$ cat src/rtl/ef_apb_irq_frontend.sv
// ef_apb_irq_frontend: APB slave with a local interrupt page (IM/MIS/RIS/ICR)
// and a timed pass-through bridge to a core request/acknowledge bus.
module ef_apb_irq_frontend #(
   parameter int                   NUM_FLAGS = 9,
   parameter logic [NUM_FLAGS-1:0] EDGE_MASK = '0,
   parameter int                   TIMEOUT   = 255
) (
   input  logic                 PCLK,
   input  logic                 PRESET,
   input  logic                 PSEL,
   input  logic                 PENABLE,
   input  logic                 PWRITE,
   input  logic [15:0]          PADDR,
   input  logic [31:0]          PWDATA,
   output logic [31:0]          PRDATA,
   output logic                 PREADY,
   output logic                 PSLVERR,
   output logic                 core_req,
   output logic                 core_we,
   output logic [7:0]           core_adr,
   output logic [31:0]          core_wdata,
   input  logic [31:0]          core_rdata,
   input  logic                 core_ack,
   input  logic [NUM_FLAGS-1:0] flags_i,
   output logic                 irq
);
   typedef enum logic [1:0] {IDLE, WAIT, DONE} state_t;
   state_t state_q, state_d;
   logic [NUM_FLAGS-1:0] im_q, im_d, ris_q, ris_d, flag_q, clr, mis;
   logic [15:0] cnt_q, cnt_d;
   logic [31:0] data_q, data_d, wdata_q, wdata_d, lrd;
   logic [7:0] adr_q, adr_d, off;
   logic err_q, err_d, req_q, req_d, we_q, we_d, access, local_acc;
   always_comb begin
      access    = PSEL & PENABLE;
      local_acc = access & (PADDR[15:8] == 8'hFF);
      off       = PADDR[7:0];
      im_d      = (local_acc & PWRITE & off == 8'h00) ? PWDATA[NUM_FLAGS-1:0] : im_q;
      clr       = (local_acc & PWRITE & off == 8'h0C) ? PWDATA[NUM_FLAGS-1:0] : '0;
      // a new edge outranks a same-cycle clear, so no event is lost
      ris_d     = (EDGE_MASK & ((ris_q & ~clr) | (flags_i & ~flag_q))) | (~EDGE_MASK & flags_i);
      mis       = ris_q & im_q;
      lrd       = off == 8'h00 ? 32'(im_q) : off == 8'h04 ? 32'(mis) :
                  off == 8'h08 ? 32'(ris_q) : off == 8'h0C ? 32'h0 : 32'hDEADBEEF;
   end
   always_comb begin
      state_d = state_q;
      cnt_d   = cnt_q;
      data_d  = data_q;
      err_d   = err_q;
      req_d   = req_q;
      we_d    = we_q;
      adr_d   = adr_q;
      wdata_d = wdata_q;
      case (state_q)
         IDLE: if (access & ~local_acc) begin
            state_d = WAIT;
            req_d   = 1'b1;
            we_d    = PWRITE;
            adr_d   = PADDR[7:0];
            wdata_d = PWDATA;
            cnt_d   = '0;
         end
         WAIT: if (core_ack) begin
            state_d = DONE;
            req_d   = 1'b0;
            data_d  = core_rdata;
            err_d   = 1'b0;
         end else if (cnt_q == 16'(TIMEOUT - 1)) begin
            state_d = DONE;
            req_d   = 1'b0;
            data_d  = 32'hDEADBEEF;
            err_d   = 1'b1;
         end else cnt_d = cnt_q + 16'd1;
         default: state_d = IDLE;
      endcase
   end
   always_ff @(posedge PCLK or posedge PRESET) begin
      if (PRESET) begin
         state_q <= IDLE;
         cnt_q   <= '0;
         data_q  <= '0;
         err_q   <= 1'b0;
         req_q   <= 1'b0;
         we_q    <= 1'b0;
         adr_q   <= '0;
         wdata_q <= '0;
         im_q    <= '0;
         ris_q   <= '0;
         flag_q  <= '0;
      end else begin
         state_q <= state_d;
         cnt_q   <= cnt_d;
         data_q  <= data_d;
         err_q   <= err_d;
         req_q   <= req_d;
         we_q    <= we_d;
         adr_q   <= adr_d;
         wdata_q <= wdata_d;
         im_q    <= im_d;
         ris_q   <= ris_d;
         flag_q  <= flags_i;
      end
   end
   // local completions are combinational, so gate them off while reset is held
   assign PREADY     = ~PRESET & (local_acc | state_q == DONE);
   assign PSLVERR    = ~PRESET & (state_q == DONE) & err_q;
   assign PRDATA     = PRESET ? 32'h0 : state_q == DONE ? data_q : (local_acc & ~PWRITE) ? lrd : 32'h0;
   assign core_req   = req_q;
   assign core_we    = we_q;
   assign core_adr   = adr_q;
   assign core_wdata = wdata_q;
   assign irq        = |mis;
endmodule

$ cat config.mk
export PLATFORM = sky130hd
export DESIGN_NAME = ef_apb_irq_frontend
export DESIGN_NICKNAME = d
export VERILOG_FILES = /design/src/rtl/ef_apb_irq_frontend.sv
export SDC_FILE = /design/constraint.sdc
export NUM_CORES = 1
export LEC_CHECK = 0
export CORE_MARGIN = 2
export CORE_UTILIZATION = 25
export CTS_CLUSTER_SIZE = 8
export DETAILED_ROUTE_END_ITERATION = 10
export GPL_TIMING_DRIVEN = 0
export PLACE_DENSITY_LB_ADDON = 0.08
export SYNTH_ARGS = -nofsm -noshare
export SYNTH_HDL_FRONTEND = slang
export SYNTH_SLANG_ARGS = --single-unit
$ cat constraint.sdc
create_clock -name PCLK -period 16.6 [get_ports PCLK]
set_input_delay 4.15 -clock PCLK [delete_from_list [all_inputs] [get_ports PCLK]]
set_output_delay 4.15 -clock PCLK [all_outputs]
set_load 0.05 [all_outputs]
==> metrics.txt <==
outcome complete, no violations; grt total ovfl 0; vias approximately 4300; first-pass GRT wire length 23470 um; CTS buffer count 9; Total Routing Usage GR between 10% and 20%; Die W 143.5 um; Min Hold Slack ~0.47 ns; Synth top cells by count 149 x nand2_1, 111 x dfrtp_1, 32 x nor2_1; RSZ-0062 raised after global routing no; P_sw ~0.00031 W; Power Dens Cells 119.6 nW/um^2; synthesized area per cell 9.813 sq um; Skew-Pair Late Insertion Delay roughly 0.36 ns; area of the multi-input gates between 1500 and 2000 sq um; Final Core Density between 30 and 40%; worst clock skew 0.007061 ns; PortBufs 170; reg2reg start cnt_q[0]$_DFFE_PP0P_; Relative slew margins 44.55%; yosys warns 0; area of the core ~19000 sq um; worst min-delay path class register to register; Slew Viols, Final 0; Max Root-Sink Buffers 2; Die H around 140 um; combinational share of power about 32%; CTS tree built; cell taking the most area after synthesis dfrtp_1; largest net degree at the start of global routing just over 60; initial antenna violation count 0; Clock power frac 26.2%; Post-synth EDFFs 0; Power Total around 0.00086 W; asr flop ratio synth 100.0%; worst path arrival time 7.14 ns; CP Launch Type primary input; top post-synthesis cells by area dfrtp_1 57%, nand2_1 11%, o22a_1 4.5%, o21ai_0 3.0%, nor2_1 2.5%; Max Cap Viol 0; Hold Crit Depth 2; Synth top area share between 50% and 60%; total negative slack 0 ns; Seq pwr share between 40% and 50%; fmax just under 0.09 GHz; #FFs+latches synth between 100 and 150; cell count after synthesis between 400 and 500; syn_nets between 500 and 600; 1st-iter DRT viols approximately 210; Least-Margin Pin Slew 0.8317 ns; n_diodes 0; critical path type primary input to output pin; routed vias/inst between 4 and 5; Top FF cell, synth dfrtp_1; Int Pwr around 0.00055 W; sw frac ~36%; die area 20600 sq um; Worst-path clk slew about 0.08 ns; Filler cells a little under 2000; iteration count of the initial detailed-routing pass 6; setup repair bufs after CTS 0; Mapped Area between 4000 and 5000 sq um; Root Buffer clkbuf_16; FF/Latch Area roughly 2800 sq um; drt total wl about 15000 um; hold path start core_wdata[21]$_DFFE_PP0P_; H-tree levels 3; Initial Util between 20% and 30%; vias in the first global route ~4400; CP max FO 10; Reg2Reg Depth 8; layout cells sized above 1 around 5.4%; hold_buf cts 0; Distinct cells, synth 48; CP required 12.45 ns; hpwl dp about 11000 um; per-cell routed wire length between 15 and 20 um; crit path time final 11.29 ns; VDD IR max a little under 0.06 mV; Lkg Pwr between 3 and 4 nW; layout net count 776; CP Capture Type output pin; Critical Path Start PADDR[11]; clock tree sinks approximately 110; Ports ~170; post-cts sizing count 0; Tcrit/Tclk final between 60% and 70%; Hold Vio Cnt, Final 0; final setup violating endpoints 0; Seq/Total Area, Yosys 57.07%; Area growth, synth to finish 48.59%; most common cell in the netlist nand2_1; std cell rows 51; RD Place Congestion about 0.78; DRC viols 0; Routed Antenna Nets 0
[power by group through the flow]
stage	Combinational [W]	Sequential, W	Clock, W
2_1_floorplan	0.0000836	0.000450	0
3_3_place_gp	0.000277	0.000364	0
3_5_place_dp	0.000281	0.000365	0
4_1_cts	0.000282	0.000361	0.000233
5_1_grt	0.000298	0.000370	0.000245
6_report	0.000278	0.000361	0.000227
[final cells by class]
class,instances,share of cell area [%]
Sequential cell,111,38.41
Tap cell,265,4.585
Inverter,5,0.2595
Timing Repair Buffer,172,23.98
Clock inverter,4,0.7612
Buffer,28,1.574
Multi-Input combinational cell,352,27.13
Clock buffer,10,3.304
[cells by family after synthesis]
kind of cell               share of synthesized area (%)
AOI/OAI and AO/OA                                  13.98
and+or+nand+nor                                    21.70
DFF                                                57.07
buffers and inverters                              2.648
muxes                                              3.728
adders and majority gates                         0.5141
xor gates and xnor gates                          0.3600
[final timing paths]
kind	end	slack, ns
max	PRDATA[28]	5.31
min	core_wdata[21]$_DFFE_PP0P_	0.47
max reg2reg	data_q[2]$_DFFE_PP0P_	13.93
min reg2reg	core_wdata[21]$_DFFE_PP0P_	0.47
max in group asynchronous	core_wdata[29]$_DFFE_PP0P_	11.07
min in group asynchronous	data_q[31]$_DFFE_PP0P_	4.74
[cells in the final DEF, fill, tap and decap left out, drive strengths merged, types with 2 or more instances in the layout]
master,instances
xor2,2
dfrtp,111
nand2b,6
a21oi,6
and2,8
or4,4
o21ai,30
o31ai,6
mux2i,8
clkdlybuf4s50,170
or2,2
o22a,25
mux2,9
nand3,6
nand2,149
and4,2
ha,2
nand4,6
o211ai,3
nor3,3
or3,5
buf,5
o22ai,3
nor4,2
a211oi,4
a22o,8
nor3b,2
and3,5
nor2,32
clkbuf,35
inv,7
[per-stage QoR]
stage	instance area (sq um)	instances	setup WS, ns
final	7232	947	5.313
after global routing	7232	947	5.104
after CTS	7226	946	5.297
after detailed placement	6932	932	5.311
after global placement	6900	931	0.8730
after floorplan	4867	496	3.564
[worst max-delay path, stage by stage]
cell and delay (ns):
clkdlybuf4s50_1 0.45, and4_1 0.27, nand4_1 0.34, o31a_1 0.40, clkbuf_1 0.21, clkbuf_1 0.29, nor2_1 0.20, clkdlybuf4s50_1 0.82
[metal layers]
metal / global-route usage, % / routed length, um
met4: 4.076 / 193
met2: 23.16 / 6736
met3: 5.165 / 1221
met1: 19.20 / 6635
met5: 0 / 0
[registers in the layout, indices dropped and copies added, names as in the netlist]
register	count
core_req	1
ris_q	9
err_q	1
data_q	32
im_q	9
cnt_q	16
state_q	2
core_wdata	32
core_we	1
core_adr	8
Note: power is estimated with default switching activity, not from simulation.
